### src/rtl/lsu_fu_if.sv
// Bundle of the memory-FU issue lane, data-memory port and completion broadcast.
// slave = the load/store unit, master = the reservation station / memory / complete-stage side.
interface lsu_fu_if #(
  parameter int XLEN      = 32,
  parameter int PREG_BITS = 6,
  parameter int ROB_BITS  = 4
);
  // Issue: an instruction transfers on a rising edge where in_valid && fu_rdy.
  // Memory: dmem_req and its address/data/strobes are held until dmem_ack;
  // dmem_rdata is sampled only in that ack cycle.
  // Completion: cpl_valid is a one-cycle pulse with no back-pressure.
  logic                 in_valid;
  logic [ROB_BITS-1:0]  in_rob;
  logic [PREG_BITS-1:0] in_rd;
  logic [XLEN-1:0]      in_base;
  logic [XLEN-1:0]      in_store_data;
  logic [XLEN-1:0]      in_imm;
  logic [2:0]           in_funct3;
  logic                 in_mem_read;
  logic                 in_mem_write;
  logic                 in_reg_write;
  logic                 fu_rdy;

  logic                 dmem_req;
  logic                 dmem_we;
  logic [XLEN-1:0]      dmem_addr;
  logic [XLEN-1:0]      dmem_wdata;
  logic [3:0]           dmem_wstrb;
  logic [XLEN-1:0]      dmem_rdata;
  logic                 dmem_ack;

  logic                 cpl_valid;
  logic [ROB_BITS-1:0]  cpl_rob;
  logic [PREG_BITS-1:0] cpl_rd;
  logic                 cpl_reg_write;
  logic [XLEN-1:0]      cpl_data;
  logic                 cpl_exc;

  modport slave (
    input  in_valid, in_rob, in_rd, in_base, in_store_data, in_imm,
           in_funct3, in_mem_read, in_mem_write, in_reg_write,
           dmem_rdata, dmem_ack,
    output fu_rdy, dmem_req, dmem_we, dmem_addr, dmem_wdata, dmem_wstrb,
           cpl_valid, cpl_rob, cpl_rd, cpl_reg_write, cpl_data, cpl_exc
  );

  modport master (
    output in_valid, in_rob, in_rd, in_base, in_store_data, in_imm,
           in_funct3, in_mem_read, in_mem_write, in_reg_write,
           dmem_rdata, dmem_ack,
    input  fu_rdy, dmem_req, dmem_we, dmem_addr, dmem_wdata, dmem_wstrb,
           cpl_valid, cpl_rob, cpl_rd, cpl_reg_write, cpl_data, cpl_exc
  );
endinterface

### src/rtl/lsu_fu.sv
// Load/store functional unit for issue lane 2: effective address, one req/ack
// memory transaction, and a single-cycle registered completion.
module lsu_fu #(
  parameter int XLEN        = 32,
  parameter int PREG_BITS   = 6,
  parameter int ROB_BITS    = 4,
  parameter int ACK_TIMEOUT = 64
) (
  input  logic       clk,
  input  logic       reset,
  lsu_fu_if.slave    bus,
  output logic [1:0] dbg_state
);

  typedef enum logic [1:0] {IDLE = 2'd0, REQ = 2'd1, CPL = 2'd2} state_t;

  state_t               state;
  logic [7:0]           wait_cnt;
  logic [ROB_BITS-1:0]  q_rob;
  logic [PREG_BITS-1:0] q_rd;
  logic [2:0]           q_funct3;
  logic [1:0]           q_off;
  logic                 q_load;
  logic                 q_reg_write;

  logic            accept;
  logic [XLEN-1:0] eff_addr;
  logic            rw_ok, f3_ok, misaligned, op_bad;
  logic [3:0]      base_strb;
  logic [XLEN-1:0] rd_shift, load_ext;

  assign bus.fu_rdy = ((state == IDLE) || (state == CPL)) && !reset;
  assign accept     = bus.in_valid && bus.fu_rdy;
  assign dbg_state  = state;

  always_comb begin
    eff_addr = bus.in_base + bus.in_imm;
    rw_ok    = bus.in_mem_read ^ bus.in_mem_write;
    case (bus.in_funct3)
      3'b000, 3'b001, 3'b010: f3_ok = 1'b1;
      3'b100, 3'b101:         f3_ok = bus.in_mem_read;
      default:                f3_ok = 1'b0;
    endcase
    misaligned = ((bus.in_funct3[1:0] == 2'b01) && eff_addr[0]) ||
                 ((bus.in_funct3[1:0] == 2'b10) && (eff_addr[1:0] != 2'b00));
    op_bad = !rw_ok || !f3_ok || misaligned;
    case (bus.in_funct3[1:0])
      2'b00:   base_strb = 4'b0001;
      2'b01:   base_strb = 4'b0011;
      default: base_strb = 4'b1111;
    endcase
  end

  // Bring the addressed lane down to bit 0, then extend per the latched funct3.
  always_comb begin
    rd_shift = bus.dmem_rdata >> {q_off, 3'b000};
    case (q_funct3)
      3'b000:  load_ext = {{(XLEN-8){rd_shift[7]}}, rd_shift[7:0]};
      3'b001:  load_ext = {{(XLEN-16){rd_shift[15]}}, rd_shift[15:0]};
      3'b100:  load_ext = {{(XLEN-8){1'b0}}, rd_shift[7:0]};
      3'b101:  load_ext = {{(XLEN-16){1'b0}}, rd_shift[15:0]};
      default: load_ext = rd_shift;
    endcase
  end

  always_ff @(posedge clk) begin
    if (reset) begin
      state             <= IDLE;
      wait_cnt          <= '0;
      q_rob             <= '0;
      q_rd              <= '0;
      q_funct3          <= '0;
      q_off             <= '0;
      q_load            <= 1'b0;
      q_reg_write       <= 1'b0;
      bus.dmem_req      <= 1'b0;
      bus.dmem_we       <= 1'b0;
      bus.dmem_addr     <= '0;
      bus.dmem_wdata    <= '0;
      bus.dmem_wstrb    <= '0;
      bus.cpl_valid     <= 1'b0;
      bus.cpl_rob       <= '0;
      bus.cpl_rd        <= '0;
      bus.cpl_reg_write <= 1'b0;
      bus.cpl_data      <= '0;
      bus.cpl_exc       <= 1'b0;
    end else begin
      case (state)
        IDLE, CPL: begin
          bus.cpl_valid <= 1'b0;
          state         <= IDLE;
          if (accept) begin
            if (op_bad) begin
              // Faulting ops skip memory and complete on the next cycle.
              state             <= CPL;
              bus.cpl_valid     <= 1'b1;
              bus.cpl_exc       <= 1'b1;
              bus.cpl_reg_write <= 1'b0;
              bus.cpl_data      <= '0;
              bus.cpl_rob       <= bus.in_rob;
              bus.cpl_rd        <= bus.in_rd;
            end else begin
              state          <= REQ;
              wait_cnt       <= '0;
              q_rob          <= bus.in_rob;
              q_rd           <= bus.in_rd;
              q_funct3       <= bus.in_funct3;
              q_off          <= eff_addr[1:0];
              q_load         <= bus.in_mem_read;
              q_reg_write    <= bus.in_reg_write;
              bus.dmem_req   <= 1'b1;
              bus.dmem_we    <= bus.in_mem_write;
              bus.dmem_addr  <= {eff_addr[XLEN-1:2], 2'b00};
              bus.dmem_wdata <= bus.in_mem_write ?
                                (bus.in_store_data << {eff_addr[1:0], 3'b000}) : '0;
              bus.dmem_wstrb <= bus.in_mem_write ? (base_strb << eff_addr[1:0]) : 4'b0000;
            end
          end
        end
        REQ: begin
          if (bus.dmem_ack || (wait_cnt == 8'(ACK_TIMEOUT - 1))) begin
            // Ack has priority over a timeout expiring in the same cycle.
            state             <= CPL;
            bus.dmem_req      <= 1'b0;
            bus.dmem_we       <= 1'b0;
            bus.dmem_wdata    <= '0;
            bus.dmem_wstrb    <= 4'b0000;
            bus.cpl_valid     <= 1'b1;
            bus.cpl_rob       <= q_rob;
            bus.cpl_rd        <= q_rd;
            bus.cpl_exc       <= !bus.dmem_ack;
            bus.cpl_reg_write <= bus.dmem_ack && q_load && q_reg_write;
            bus.cpl_data      <= (bus.dmem_ack && q_load) ? load_ext : '0;
          end else begin
            wait_cnt <= wait_cnt + 8'd1;
          end
        end
        default: state <= IDLE;
      endcase
    end
  end

endmodule

### src/flat_wrapper.sv
// flat-port wrapper written by rule: the top's interface ports become plain ports
module lsu_fu_flat 
#(
  parameter int XLEN        = 32,
  parameter int PREG_BITS   = 6,
  parameter int ROB_BITS    = 4,
  parameter int ACK_TIMEOUT = 64
)
  (clk, reset, dbg_state, bus_in_valid, bus_in_rob, bus_in_rd, bus_in_base, bus_in_store_data, bus_in_imm, bus_in_funct3, bus_in_mem_read, bus_in_mem_write, bus_in_reg_write, bus_dmem_rdata, bus_dmem_ack, bus_fu_rdy, bus_dmem_req, bus_dmem_we, bus_dmem_addr, bus_dmem_wdata, bus_dmem_wstrb, bus_cpl_valid, bus_cpl_rob, bus_cpl_rd, bus_cpl_reg_write, bus_cpl_data, bus_cpl_exc);
  lsu_fu_if #(.XLEN(XLEN), .PREG_BITS(PREG_BITS), .ROB_BITS(ROB_BITS)) bus_i ();
  input  logic clk;
  input  logic reset;
  output logic [1:0] dbg_state;
  input wire logic [$bits(bus_i.in_valid)-1:0] bus_in_valid;
  input wire logic [$bits(bus_i.in_rob)-1:0] bus_in_rob;
  input wire logic [$bits(bus_i.in_rd)-1:0] bus_in_rd;
  input wire logic [$bits(bus_i.in_base)-1:0] bus_in_base;
  input wire logic [$bits(bus_i.in_store_data)-1:0] bus_in_store_data;
  input wire logic [$bits(bus_i.in_imm)-1:0] bus_in_imm;
  input wire logic [$bits(bus_i.in_funct3)-1:0] bus_in_funct3;
  input wire logic [$bits(bus_i.in_mem_read)-1:0] bus_in_mem_read;
  input wire logic [$bits(bus_i.in_mem_write)-1:0] bus_in_mem_write;
  input wire logic [$bits(bus_i.in_reg_write)-1:0] bus_in_reg_write;
  input wire logic [$bits(bus_i.dmem_rdata)-1:0] bus_dmem_rdata;
  input wire logic [$bits(bus_i.dmem_ack)-1:0] bus_dmem_ack;
  output wire logic [$bits(bus_i.fu_rdy)-1:0] bus_fu_rdy;
  output wire logic [$bits(bus_i.dmem_req)-1:0] bus_dmem_req;
  output wire logic [$bits(bus_i.dmem_we)-1:0] bus_dmem_we;
  output wire logic [$bits(bus_i.dmem_addr)-1:0] bus_dmem_addr;
  output wire logic [$bits(bus_i.dmem_wdata)-1:0] bus_dmem_wdata;
  output wire logic [$bits(bus_i.dmem_wstrb)-1:0] bus_dmem_wstrb;
  output wire logic [$bits(bus_i.cpl_valid)-1:0] bus_cpl_valid;
  output wire logic [$bits(bus_i.cpl_rob)-1:0] bus_cpl_rob;
  output wire logic [$bits(bus_i.cpl_rd)-1:0] bus_cpl_rd;
  output wire logic [$bits(bus_i.cpl_reg_write)-1:0] bus_cpl_reg_write;
  output wire logic [$bits(bus_i.cpl_data)-1:0] bus_cpl_data;
  output wire logic [$bits(bus_i.cpl_exc)-1:0] bus_cpl_exc;
  assign bus_i.in_valid = bus_in_valid;
  assign bus_i.in_rob = bus_in_rob;
  assign bus_i.in_rd = bus_in_rd;
  assign bus_i.in_base = bus_in_base;
  assign bus_i.in_store_data = bus_in_store_data;
  assign bus_i.in_imm = bus_in_imm;
  assign bus_i.in_funct3 = bus_in_funct3;
  assign bus_i.in_mem_read = bus_in_mem_read;
  assign bus_i.in_mem_write = bus_in_mem_write;
  assign bus_i.in_reg_write = bus_in_reg_write;
  assign bus_i.dmem_rdata = bus_dmem_rdata;
  assign bus_i.dmem_ack = bus_dmem_ack;
  assign bus_fu_rdy = bus_i.fu_rdy;
  assign bus_dmem_req = bus_i.dmem_req;
  assign bus_dmem_we = bus_i.dmem_we;
  assign bus_dmem_addr = bus_i.dmem_addr;
  assign bus_dmem_wdata = bus_i.dmem_wdata;
  assign bus_dmem_wstrb = bus_i.dmem_wstrb;
  assign bus_cpl_valid = bus_i.cpl_valid;
  assign bus_cpl_rob = bus_i.cpl_rob;
  assign bus_cpl_rd = bus_i.cpl_rd;
  assign bus_cpl_reg_write = bus_i.cpl_reg_write;
  assign bus_cpl_data = bus_i.cpl_data;
  assign bus_cpl_exc = bus_i.cpl_exc;
  lsu_fu #(.XLEN(XLEN), .PREG_BITS(PREG_BITS), .ROB_BITS(ROB_BITS), .ACK_TIMEOUT(ACK_TIMEOUT)) u_core (.clk(clk), .reset(reset), .bus(bus_i), .dbg_state(dbg_state));
endmodule
### config.mk
export PLATFORM = sky130hd
export DESIGN_NAME = lsu_fu_flat
export DESIGN_NICKNAME = d
export VERILOG_FILES = /design/src/rtl/lsu_fu_if.sv /design/src/rtl/lsu_fu.sv /design/src/flat_wrapper.sv
export SDC_FILE = /design/constraint.sdc
export NUM_CORES = 1
export LEC_CHECK = 0
export CAP_MARGIN = 20
export CORE_MARGIN = 1
export CORE_UTILIZATION = 46
export CTS_CLUSTER_SIZE = 14
export DETAILED_ROUTE_END_ITERATION = 7
export GPL_TIMING_DRIVEN = 0
export MAX_ROUTING_LAYER = met4
export PLACE_DENSITY = 0.89
export SYNTH_ARGS = -nofsm -noshare
export SYNTH_HDL_FRONTEND = slang
export SYNTH_SLANG_ARGS = --single-unit
### constraint.sdc
create_clock -name clk -period 4.3 [get_ports clk]
set_input_delay 1.075 -clock clk [delete_from_list [all_inputs] [get_ports clk]]
set_output_delay 1.075 -clock clk [all_outputs]
set_load 0.05 [all_outputs]
==> run metrics, run 1 <==
Hold Path Class=reg -> reg; cell repeated most along the worst path=clkbuf_2; area delta synth->final=47.2%; crit path max fanout=10; CP Data Required Time=3.22 ns; GRT overflow=0; Clk pin slew, worst setup/hold paths=0.06 ns; number of hold buffers added after cts=0; Leakage=4.21 nW; layout cells sized above 1=4.73%; Ports=266; drc violations=0; crit path DAT=3.09 ns; cell area after synthesis=7730 sq um; slew at the pin closest to its max-slew limit=0.782 ns; CORE AREA=16,500 sq um; Via Count=8,658; delay-heaviest family, CP=buffers and inverters; gr usage total=32.2%; vias per cell=5.82; Die H=132 um; Ant. Diodes=0; clk sinks=140; number of global-route vias before repair=8,307; RePlAce Congestion=0.971; Crit Path Category=in -> out; status=finished clean; hpwl dp=20,700 um; IO Port Bufs=263; Max clock buf depth=2; final non-filler cell total=1,488; num rows=47; first-pass GRT wire length=42,900 um; mean post-synth cell area=7.95 sq um; sequential share of the synthesized area=36.2%; Critical Path Start Type=input pin; latest clock arrival within the worst-skew pair=0.42 ns; number of synthesized flops with an enable pin=0; pin count of the biggest net entering global routing=17; Final setup viols=0; fill cell count=1,301; crit share post-route=97.0%; number of buffers created by CTS=17; FF-to-FF setup slack=1.58 ns; Setup Skew=0.00581 ns; Yosys cell types=65; max-slew violations=0; Max rail drop VDD=295 uV; placed instance count=1,457; Main synth FF type=dfxtp_1; Slew HR=47.7%; Pre-Repair DR Iteration Count=5; Hold Violations, Final=0; clk root buf=clkbuf_16; post-synthesis cell count=973; power density over the cells=353 nW/um^2; Layout Nets=1,437; pre-CTS WS=-0.470 ns; initial antenna violation count=0; Worst Path Buf+Inv=5; Initial Util=46.8%; post-synthesis async set-or-reset flop share=0%; Synth area leaders=dfxtp_1, nand2_1, nor2_1; postcts setup bufs=0; cell with the most instances after synthesis=nand2_1; critical path's slowest cell=clkdlybuf4s50_1; CTS tree=yes; cell chain of the critical path=clkdlybuf4s50_1, clkbuf_1, clkbuf_2, clkbuf_2, nor2_1, dlygate4sd2_1; CP peak stage delay=0.54 ns; Die Area=17,300 sq um; Synth top cells by count=nand2_1, dfxtp_1, nor2_1; fin crit period=4.17 ns; Critical Path Sink Type=output pin; 1st-iter DRT viols=768; Synthesis Warnings=0; final worst slack=0.131 ns; CTS H-tree lvls=4; worst hold slack=0.453 ns; MaxCap Viol Count=0; Synth Register Bits=140; Chip Width=132 um; Detail Route Antenna Nets=0; Routed wire per std cell=18.3 um; dominant cell type by area after synthesis=dfxtp_1; RSZ-0062 raised after global routing=no; Max Freq=240 MHz; final WL=27,200 um; top cell type's share of synthesized area=36.2%; CTS resizes=3
-- placed cells by master, fill, tap and decap left out, drive strengths merged, types with 20 or more instances in the layout --
| cell type | count |
|---|---|
| ha | 32 |
| nor2 | 129 |
| xor2 | 20 |
| clkdlybuf4s50 | 262 |
| a22oi | 50 |
| nor3 | 22 |
| clkbuf | 74 |
| nand2 | 143 |
| mux2i | 35 |
| o21ai | 56 |
| a21oi | 77 |
| dfxtp | 140 |
-- layout make-up --
cell class	count	area [sq um]	area share, %
timing repair buffer	263	2630	23.1
clock inverter	12	290	2.55
inverter	7	26.3	0.231
sequential	140	2800	24.6
multi-input combinational	756	4630	40.7
clock buffer	19	443	3.89
tap	220	275	2.42
buffer	71	284	2.50
-- logic make-up after synthesis --
family          count (synthesis)  synth area share, %
flops                         140                 36.2
fa+ha+maj                      33                 5.44
compound gates                282                 24.2
simple gates                  366                 21.0
other cells                     1               0.0485
mux                            44                 5.84
buf+inv                        78                 3.98
xor+xnor                       29                 3.28
-- report_power, final --
| part | switching, W | internal [W] | total [W] |
|---|---|---|---|
| Combinational | 0.000480 | 0.000344 | 0.000824 |
| Sequential | 0.0000179 | 0.00133 | 0.00134 |
| Clock | 0.000569 | 0.00127 | 0.00184 |
| Total | 0.00107 | 0.00295 | 0.00401 |
-- registers in the layout, indices dropped and copies added, names as in the netlist, 2 cells and up --
name                   cells
u_core.bus.cpl_data       32
u_core.bus.dmem_wdata     32
u_core.bus.dmem_addr      30
u_core.wait_cnt            8
u_core.bus.cpl_rd          6
u_core.q_rd                6
u_core.bus.cpl_rob         4
u_core.bus.dmem_wstrb      4
u_core.q_rob               4
u_core.q_funct3            3
u_core.dbg_state           2
u_core.q_off               2
-- per-layer routing --
layer	GRT usage [%]	vias up	share of wire, %	routed length [um]
met2	53.2	487	48	13100
met1	37.8	4023	40	10900
met5	-	-	0	0
li1	-	4066	-	-
met3	6.21	82	8.1	2210
met4	14.9	0	3.7	1020
-- stage by stage --
stage	util, %	TNS (ns)	cell area, sq um	total power (W)
2_1_floorplan	-	0	7740	0.00185
3_3_place_gp	64.4	-2.13	10600	0.00216
3_5_place_dp	64.4	-2.44	10600	0.00218
4_1_cts	68.9	0	11400	0.00401
5_1_grt	68.9	0	11400	0.00414
6_report	68.9	0	11400	0.00401
-- worst paths after layout --
kind | startpoint | end | depth (start not counted)
worst max-delay path | reset | bus_fu_rdy | 6
worst min-delay path | u_core.bus.dmem_addr[22] | u_core.bus.dmem_addr[22] | 2
worst max register to register | u_core.wait_cnt[0] | u_core.bus.dmem_wdata[23] | 7
worst min register to register | u_core.bus.dmem_addr[22] | u_core.bus.dmem_addr[22] | 2
-- tightest hold or removal path: cells and delay by family (launching register included) --
kind	cells	cell delay, ns
flip-flops	1	0.32
AO/OA/AOI/OAI	1	0.06
AND/OR/NAND/NOR	1	0.04
No activity file was read; power rests on OpenSTA's default activity.
==> run 2, diff against run 1 <==
- CORE_UTILIZATION: 46 -> 30
- PLACE_DENSITY: 0.89 -> 0.65
- SLEW_MARGIN: unset -> 25
==> run 2 against run 1 <==
Net effect:
- sequential power hardly changed
- first-iteration DRC count shrank 17%
- setup slack better by 0.11 ns
- cell count up 7.8%
- register-to-register slack better by 0.05 ns
- flip-flop and latch count is the same
- fmax grew 2.7%
- critical path depth is 5 higher
- clock power shrank 12%
- global-route usage is 10 points lower
- clock skew grew 0.0058 ns
- critical endpoint is now u_core.q_rd[2]
==> run metrics, run 2 (synthesis gave the netlist of run 1 again) <==
number of hold buffers added after cts=0; vias per cell=5.16; Critical Path Start Type=input pin; Max clock buf depth=2; clk root buf=clkbuf_16; IO Port Bufs=263; Worst setup startpoint=bus_in_imm[0]; Pre-Repair DR Iteration Count=5; RR Endpoint=u_core.bus.dmem_wdata[8]; Hold Path Class=reg -> reg; CP Data Required Time=4.56 ns; hold_sp=u_core.bus.dmem_addr[4]; hold depth=2; crit path max fanout=10; area delta synth->final=48.2%; number of global-route vias before repair=7,917; layout cells sized above 1=5.04%; worst reg-to-reg path cell count=7; Ports=266; number of buffers created by CTS=17; Critical Path Sink Type=flop; Via Count=8,283; commonest non-fill, non-tap cells in the layout=clkdlybuf4s50_1, nand2_1, dfxtp_1; MaxCap Viol Count=0; Slew HR=41.8%; GRT overflow=0; Max Freq=246 MHz; Layout Nets=1,439; Initial Util=30.6%; Clk pin slew, worst setup/hold paths=0.07 ns; status=finished clean; worst hold slack=0.451 ns; final WL=28,200 um; crit path DAT=4.31 ns; most common cell after layout, fill and taps aside=clkdlybuf4s50_1; Hold Path End=u_core.bus.dmem_addr[4]; Max rail drop VDD=180 uV; Detail Route Antenna Nets=0; fill cell count=2,518; FF-to-FF setup slack=1.63 ns; 1st-iter DRT viols=639; gr usage total=21.9%; Setup Skew=0.0116 ns; crit share post-route=94.4%; Die H=163 um; first-pass GRT wire length=43,400 um; Leakage=4.18 nW; biggest regs=u_core.bus.cpl_data (32), u_core.bus.dmem_wdata (32), u_core.bus.dmem_addr (30); Final setup viols=0; Chip Width=163 um; Crit Path Category=in -> reg; Hold Violations, Final=0; RePlAce Congestion=0.938; power density over the cells=330 nW/um^2; drc violations=0; Routed wire per std cell=17.6 um; initial antenna violation count=3; CORE AREA=25,300 sq um; CTS H-tree lvls=4; fin crit period=4.06 ns; hpwl dp=22,100 um; Die Area=26,400 sq um; num rows=58; CTS tree=yes; worst r2r src=u_core.wait_cnt[0]; max-slew violations=0; slew at the pin closest to its max-slew limit=0.869 ns; fin util=45.4%; RSZ-0062 raised after global routing=no; latest clock arrival within the worst-skew pair=0.42 ns; clk sinks=140; pin count of the biggest net entering global routing=20
run 2: worst max path at each step:
stage | end | slack, ns | depth (start not counted)
3_5_place_dp | bus_fu_rdy | -0.68 | 6
5_1_grt | u_core.bus.dmem_addr[4] | 0.07 | 11
4_1_cts | u_core.bus.dmem_wdata[23] | 0.16 | 10
6_report | u_core.q_rd[2] | 0.24 | 11
2_1_floorplan | u_core.bus.dmem_addr[31] | 0.78 | 8
3_3_place_gp | bus_fu_rdy | -0.65 | 6
run 2: report_power, final:
| group | switching, W | internal, W | leakage (nW) |
|---|---|---|---|
| registers | 0.0000169 | 0.00133 | 1.13 |
| clock network | 0.000591 | 0.00102 | 0.306 |
| logic | 0.000480 | 0.000345 | 2.74 |
| total | 0.00109 | 0.00269 | 4.18 |
run 2: area by class of cell:
class	count	area [sq um]	area share (%)
Antenna cell	3	7.51	0.0655
Buffer	70	282	2.46
Clock buffer	20	467	4.07
Clock inverter	12	185	1.62
Inverter	7	26.3	0.229
Multi-Input combinational cell	756	4630	40.4
Sequential cell	140	2800	24.5
Tap cell	330	413	3.60
Timing Repair Buffer	266	2650	23.2
run 2: critical path, cell delays in order:
cell and delay (ns):
clkdlybuf4s50_1 0.46, ha_1 0.23, fa_1 0.49, o31a_1 0.26, o22a_1 0.26, or4_1 0.50
buf_2 0.21, buf_2 0.24, clkbuf_1 0.34, nand2_1 0.16, a21oi_1 0.08
run 2: routing by layer:
| metal | vias up | GRT usage [%] | part of all wire [%] | wire length [um] |
|---|---|---|---|---|
| met5 | - | - | 0 | 0 |
| met4 | 0 | 7.65 | 2.2 | 630 |
| li1 | 4082 | - | - | - |
| met2 | 282 | 35.1 | 47 | 13400 |
| met1 | 3881 | 27.1 | 44 | 12400 |
| met3 | 38 | 4.76 | 6.4 | 1810 |
run 2: timing repair:
action / CTS / global route
setup buffers: 0 / 3
resized for setup: 3 / 0
setup endpoints to repair: 1 / 2
pin swaps: 0 / 1
run 2: through the flow:
stage,instance area [sq um],TNS (ns),worst slack [ns],instances,total power [W]
2_1_floorplan,7740,0,0.776,974,0.00185
3_3_place_gp,10800,-8.77,-0.645,1567,0.00218
3_5_place_dp,10800,-9.56,-0.677,1567,0.00219
4_1_cts,11400,0,0.156,1598,0.00381
5_1_grt,11500,0,0.0743,1604,0.00396
6_report,11500,0,0.242,1604,0.00378
